**config.mk**
```make
export PLATFORM = sky130hd
export DESIGN_NAME = fir_seq_ctrl
export DESIGN_NICKNAME = d
export VERILOG_FILES = /design/src/rtl/fir_seq_ctrl.sv
export SDC_FILE = /design/constraint.sdc
export NUM_CORES = 1
export LEC_CHECK = 0
export BUFFER_PORTS_ARGS = -buffer_cell sky130_fd_sc_hd__buf_4
export CORE_MARGIN = 4
export CORE_UTILIZATION = 25
export DETAILED_ROUTE_END_ITERATION = 12
export HOLD_SLACK_MARGIN = 0.08
export SKIP_CTS_REPAIR_TIMING = 1
export SLEW_MARGIN = 20
export SYNTH_ARGS = -nofsm -noshare
export SYNTH_HDL_FRONTEND = slang
export SYNTH_SLANG_ARGS = --single-unit
```
**constraint.sdc**
```tcl
create_clock -name clk -period 2.7 [get_ports clk]
set_input_delay 0.135 -clock clk [delete_from_list [all_inputs] [get_ports clk]]
set_output_delay 0.135 -clock clk [all_outputs]
set_load 0.005 [all_outputs]
```
**src/rtl/fir_seq_ctrl.sv**
```systemverilog
// fir_seq_ctrl
//   Sequencer for an external 4-tap FIR datapath. Accepts one unsigned sample
//   per handshake, issues it to the datapath for one cycle, captures the
//   registered accumulator one cycle later, scales it and holds the result
//   until the consumer takes it. Coefficients are written into a shadow bank
//   and copied to the active bank on a commit. The commit then pushes three
//   zero samples through the datapath so that no old samples remain in the
//   delay line.
//
//   Parameter
//     FRAC_SHIFT     right shift applied to fir_acc to form out_data (0..16)
//
//   Optional feature (compile-time macro)
//     FIR_SEQ_CTRL_SAT_EN  defined   : out_data saturates to 16'hFFFF when any
//                                      accumulator bit above the output window
//                                      is set
//                          undefined : out_data is the truncated window (wraps)
//
//   Ports
//     clk, reset                 clock, synchronous active-high reset
//     coeff_wr_en/addr/data      shadow coefficient write (addr 0..3 = tap 1..4)
//     coeff_commit               request to copy shadow to active and flush
//     in_valid/in_ready          input sample handshake
//     in_sample                  input sample
//     fir_enable, fir_sample     datapath step strobe and sample
//     fir_coeff1..fir_coeff4     active coefficients
//     fir_acc                    datapath accumulator, valid a cycle after fir_enable
//     out_valid/out_ready        result handshake
//     out_data                   scaled result
//     busy                       high whenever the sequencer is not idle
module fir_seq_ctrl #(
  parameter int unsigned FRAC_SHIFT = 8
) (
  input  logic        clk,
  input  logic        reset,
  input  logic        coeff_wr_en,
  input  logic [1:0]  coeff_wr_addr,
  input  logic [15:0] coeff_wr_data,
  input  logic        coeff_commit,
  input  logic        in_valid,
  output logic        in_ready,
  input  logic [15:0] in_sample,
  output logic        fir_enable,
  output logic [15:0] fir_sample,
  output logic [15:0] fir_coeff1,
  output logic [15:0] fir_coeff2,
  output logic [15:0] fir_coeff3,
  output logic [15:0] fir_coeff4,
  input  logic [31:0] fir_acc,
  output logic        out_valid,
  input  logic        out_ready,
  output logic [15:0] out_data,
  output logic        busy
);

  typedef enum logic [1:0] {IDLE, ISSUE, CAPTURE, FLUSH} state_t;

  state_t           state_reg, state_next;
  logic [1:0]       flush_cnt_reg, flush_cnt_next;
  logic             commit_pending_reg, commit_pending_next;
  logic [15:0]      sample_reg, sample_next;
  logic             out_valid_reg, out_valid_next;
  logic [15:0]      out_data_reg, out_data_next;
  logic [3:0][15:0] shadow_reg, shadow_next, active_reg;

  logic             service;
  logic             in_ready_int;
  logic             fir_en_int;
  logic [15:0]      fir_sample_int;

  // Scaling of the captured accumulator
  logic [31:0] acc_shifted;
  logic [15:0] scaled;
  assign acc_shifted = fir_acc >> FRAC_SHIFT;
`ifdef FIR_SEQ_CTRL_SAT_EN
  assign scaled = (|acc_shifted[31:16]) ? 16'hFFFF : acc_shifted[15:0];
`else
  logic acc_hi_unused;
  assign acc_hi_unused = ^acc_shifted[31:16];
  assign scaled        = acc_shifted[15:0];
`endif

  // Shadow bank next value; a write in the same cycle as a commit service is
  // visible to the active bank because the active bank loads shadow_next.
  for (genvar gi = 0; gi < 4; gi++) begin : g_coeff
    assign shadow_next[gi] = (coeff_wr_en && coeff_wr_addr == 2'(gi)) ?
                             coeff_wr_data : shadow_reg[gi];
  end

  always_ff @(posedge clk) begin
    if (reset) begin
      shadow_reg <= '0;
      active_reg <= '0;
    end else begin
      shadow_reg <= shadow_next;
      if (service) begin
        active_reg <= shadow_next;
      end
    end
  end

  always_ff @(posedge clk) begin
    if (reset) begin
      state_reg          <= IDLE;
      flush_cnt_reg      <= '0;
      commit_pending_reg <= 1'b0;
      sample_reg         <= '0;
      out_valid_reg      <= 1'b0;
      out_data_reg       <= '0;
    end else begin
      state_reg          <= state_next;
      flush_cnt_reg      <= flush_cnt_next;
      commit_pending_reg <= commit_pending_next;
      sample_reg         <= sample_next;
      out_valid_reg      <= out_valid_next;
      out_data_reg       <= out_data_next;
    end
  end

  always_comb begin
    state_next          = state_reg;
    flush_cnt_next      = flush_cnt_reg;
    sample_next         = sample_reg;
    out_valid_next      = out_valid_reg;
    out_data_next       = out_data_reg;
    // A new commit always lands in the pending flag, even on a service edge,
    // which is what produces a second flush for a commit during FLUSH.
    commit_pending_next = commit_pending_reg | coeff_commit;
    service             = 1'b0;
    in_ready_int        = 1'b0;
    fir_en_int          = 1'b0;
    fir_sample_int      = '0;

    if (out_valid_reg && out_ready) begin
      out_valid_next = 1'b0;
    end

    case (state_reg)
      IDLE: begin
        if (commit_pending_reg) begin
          service             = 1'b1;
          commit_pending_next = coeff_commit;
          flush_cnt_next      = '0;
          state_next          = FLUSH;
        end else begin
          // Only accept when the result slot will be free by the capture.
          in_ready_int = !coeff_commit && (!out_valid_reg || out_ready);
          if (in_ready_int && in_valid) begin
            sample_next = in_sample;
            state_next  = ISSUE;
          end
        end
      end
      ISSUE: begin
        fir_en_int     = 1'b1;
        fir_sample_int = sample_reg;
        state_next     = CAPTURE;
      end
      CAPTURE: begin
        out_valid_next = 1'b1;
        out_data_next  = scaled;
        state_next     = IDLE;
      end
      FLUSH: begin
        fir_en_int     = 1'b1;
        flush_cnt_next = flush_cnt_reg + 2'd1;
        if (flush_cnt_reg == 2'd2) begin
          state_next = IDLE;
        end
      end
      default: state_next = IDLE;
    endcase
  end

  // Combinational outputs are forced low during reset so they read as idle
  // from the very first reset cycle.
  assign in_ready   = in_ready_int & ~reset;
  assign fir_enable = fir_en_int & ~reset;
  assign fir_sample = reset ? 16'h0000 : fir_sample_int;
  assign busy       = (state_reg != IDLE) && !reset;
  assign out_valid  = out_valid_reg;
  assign out_data   = out_data_reg;
  assign fir_coeff1 = active_reg[0];
  assign fir_coeff2 = active_reg[1];
  assign fir_coeff3 = active_reg[2];
  assign fir_coeff4 = active_reg[3];

endmodule

```
# Word-level counts from Yosys, hierarchy flattened
# Cells that the tools add are included.
# Widths: inputs -> output; s select.
[word_totals] reg_bits=166 latchBits=0 mem_bits_rw=0 rom_bits=0 word_cells=72 mem_count=0
[op_classes] addsub=1 n_mul=0 div_mod_pow=0 n_lt_le_gt_ge=0 n_eq_ne=10 n_shift=0 muxes=21 bitwise=5 n_reduce_logical=21
[ops] operator="$mux 16" count=6
[ops] operator="$eq 2x2->1 const B" count=5
[ops] operator="$mux 1" count=9
[ops] operator="$logic_and 1x1->1" count=8
[ops] operator="$mux 2" count=4
[ops] operator="$pmux 2 s4" count=1
[ops] operator="$reduce_bool 2->1" count=3
[ops] operator="$eq 2x1->1 const B" count=2
[ops] operator="$logic_not 2->1" count=2
[ops] operator="$ne 2x2->1 const B" count=2
[ops] operator="$pmux 2 s2" count=1
[ops] operator="$reduce_and 2->1" count=2
[ops] operator="$logic_not 1->1" count=3
[ops] operator="$ne 3x3->1 const B" count=1
[ops] operator="$reduce_and 3->1" count=1
[ops] operator="$add 2x1->2 const B" count=1
[ops] operator="$and 1x1->1" count=2
[ops] operator="$not 1->1" count=2
[ops] operator="$reduce_or 2->1" count=1
[ops] operator="$logic_or 1x1->1" count=1
[ops] operator="$or 1x1->1" count=1

# Longest topological paths before layout
[depth] depth_word=7 mapped_depth=6 depth_no_buf=4

# Worst setup path after synthesis
# No wires, ideal clock.
[synth_path] path_kind="reg-to-reg" start="reg state_reg[0]" end="reg sample_reg[10]" setup_ns=0.072 arrival_ns=1.389 required_ns=2.628 slack_ns=1.239 path_stages_with_launch=6 path_buffers=2 period_less_slack_ns=1.461 path_cell_list="dfxtp_1 > or3_4 > nor4b_4 > buf_6 > buf_12 > mux2i_1"
[synth_via] elab_chain_len=2
[synth_rtl] element="from (decl)" line_no="58" text="state_t state_reg, state_next;"
[synth_rtl] element="from (signal assigned)" line_no="111" text="state_reg <= state_next;"
[synth_rtl] element="$logic_not 2->1" line_no="138" text="case (state_reg)"
[synth_rtl] element="$reduce_and 3->1 (no line)"
[synth_rtl] element="to (signal assigned)" line_no="114" text="sample_reg <= sample_next;"
[synth_rtl] element="to (decl)" line_no="61" text="logic [15:0] sample_reg, sample_next;"
# No other way between the ends.
# A chain may end at the register's enable or synchronous reset.

# Final worst setup path
[layout_path] start="reg state_reg[0]" end="out fir_sample[13]"
[layout_via] elab_chain_len=3
[layout_rtl] element="$eq 2x1->1" line_no="138"
[layout_rtl] element="$mux 16" line_no="138"
[layout_rtl] element="$mux 16" line_no="179" text="assign fir_sample = reset ? 16'h0000 : fir_sample_int;"
[layout_rtl] element="to (decl)" line_no="44" text="output logic [15:0] fir_sample,"
# No other way between the ends.

==> results.json <==
{
  "status": "finished, final reports clean",
  "setup_violations": 0,
  "finalHoldViolations": 0,
  "grt_max_degree": 131,
  "synth_edf_count": 0,
  "place_area_um2": 7600,
  "routed_wl_um": 17500,
  "grt_pass1_wl_um": 25700,
  "grt_pass1_vias": 4576,
  "cp.required_ns": 2.57,
  "netlist_area_um2": 6210,
  "p_leak_nw": 3.42,
  "syn_area_per_cell_um2": 9.38,
  "core_area_um2": 24400,
  "worstMarginPinSlew_ns": 0.939,
  "hold_class": "input port to flip-flop",
  "placed_cells": 1091,
  "instances_no_fill": 1159,
  "post-route-min-period_ns": 1.88,
  "hpwl_um": 11500,
  "rsz0062_at_grt": "false",
  "yosysSeqAreaShare": 0.535,
  "synth_flop_cell": "dfxtp_1",
  "cp_max_fo": 17,
  "setup-tns-final_ns": 0,
  "drc": 0,
  "slew_viol_final": 0,
  "endpoint_kind": "primary output",
  "dieHeight_um": 166,
  "power_density_nw_per_um2": 691,
  "detail_route.wl_per_cell_um": 15.1,
  "clock-sinks": 166,
  "ys_ff_latch": 166,
  "synth_area_leader_cell": "dfxtp_1",
  "ctsLongestPathBuffers": 2,
  "htreeDepth": 4,
  "max_freq_mhz": 531,
  "largest_reg_flops": 64,
  "portBuffers": 155,
  "cts_tree": "done",
  "critPathLaunchType": "flip-flop",
  "async_reset_ff_frac": 0,
  "syn_to_final_growth_pct": 37.6,
  "cp_data_arrival_time_ns": 1.75,
  "ys_warn_count": 0,
  "critPathKind": "flip-flop to primary output",
  "ir_worst_vdd_mv": 0.333,
  "die_area_um2": 27400,
  "start_util": 0.254,
  "track_usage": 0.120,
  "vias": 5142,
  "synth.most_common_cell": "dfxtp_1",
  "clkTransAtPathRegs_ns": 0.07,
  "fin_area_um2": 8540,
  "root_buffer": "clkbuf_16",
  "synthTopCellsByArea": "dfxtp_1 (54%), nor2_1 (7.9%), a211oi_1 (7.7%), a22oi_1 (6.0%), nand2b_1 (3.6%)",
  "antenna_found_initial": 0,
  "drtIter0Drc": 275,
  "synth_cell_types": 31,
  "die_w_um": 166,
  "syn_inst": 662,
  "cts_made_buffers": 17,
  "synth.top_cell.area_share": 0.535,
  "clkLatencyLatePin_ns": 0.42,
  "overflow": 0,
  "synth_nets": 735,
  "fin_skew_ns": 0.0135,
  "io_pins": 172,
  "firstDrtPassIters": 5,
  "antenna_left": 0,
  "gp_congestion": 0.721,
  "drive_gt1_frac": 0.251,
  "max-cap-violations": 0,
  "timing.final.crit_share": 0.697,
  "fp-row-count": 57,
  "diodes": 0,
  "synth_common_cells": "dfxtp_1 (166), nor2_1 (130), a211oi_1 (64), a22oi_1 (50), clkbuf_1 (37)",
  "vias_per_cell": 4.44,
  "final_nets": 895,
  "relSlewSlack": 0.374
}
==> critical path: stages, from the launching register on <==
cell and delay (ns):
dfxtp_1 0.61, nor2b_1 0.19, buf_4 0.22, and3_1 0.20, buf_4 0.12
==> metal layers <==
layer / GRT usage / up-vias / share of wire
met2: 0.182 / 152 / 0.45
met4: 0.0191 / 0 / 0.0014
li1: - / 2624 / -
met3: 0.0534 / 2 / 0.088
met1: 0.161 / 2364 / 0.46
met5: 0 / - / 0
==> area by class of cell <==
type	instances	area [um2]
timing repair buffer	201	1620
tap	324	405
fill	2537	15800
inverter	3	11.3
clock buffer	19	443
clock inverter	13	134
multi-input combinational	433	2600
sequential	166	3320
==> where the power goes <==
group	total [mW]	internal, mW	switching (mW)	leakage [nW]
sequential	2.70	2.61	0.0878	1.35
combinational	0.815	0.400	0.414	1.78
clock	2.39	1.33	1.06	0.286
==> logic make-up (layout without fill, tap and decap cells) <==
kind of cell,Yosys count,count (layout),synth area share
DFF,166,166,0.535
muxes,20,20,0.0323
adders and majority gates,1,1,0.00202
and+or+nand+nor,262,262,0.204
AOI/OAI and AO/OA,150,150,0.180
buffers and inverters,63,236,0.0470
==> cell usage in the layout (no fill, tap or decap), drive strengths merged, types with 2 or more instances in the layout <==
cell type,synthesis,layout
nor4,2,2
clkinv,0,4
o21ai,3,3
buf,23,165
a21oi,21,21
nor2b,19,19
nand3,2,2
and3,17,17
inv,3,11
dlygate4sd3,0,36
nand2,32,32
or3,2,2
clkbuf,37,19
a211oi,64,64
a22oi,60,60
dfxtp,166,166
nand2b,36,36
and2,16,16
nor2,130,130
mux2i,20,20
nand3b,2,2
==> metrics by stage <==
step / total power, mW / setup slack (ns) / hold slack, ns / utilization
5_1_grt: 6.20 / 0.647 / 0.159 / 0.350
6_report: 5.90 / 0.818 / 0.140 / 0.350
3_3_place_gp: 3.53 / 0.907 / 0.386 / 0.312
3_5_place_dp: 3.54 / 0.879 / 0.390 / 0.312
2_1_floorplan: 3.17 / 1.24 / 0.271 / -
4_1_cts: 5.95 / 0.757 / -0.0601 / 0.335
==> path summary, 6_finish.rpt <==
path	slack (ns)	cells past startpoint	endpoint	from
max	0.82	4	fir_sample[13]	state_reg[0]
min	0.14	4	shadow_reg[21]	coeff_wr_data[5]
max reg2reg	0.97	4	sample_reg[11]	state_reg[0]
min reg2reg	0.45	2	out_data[15]	out_data[15]
No activity file was read; power rests on OpenSTA's default activity.
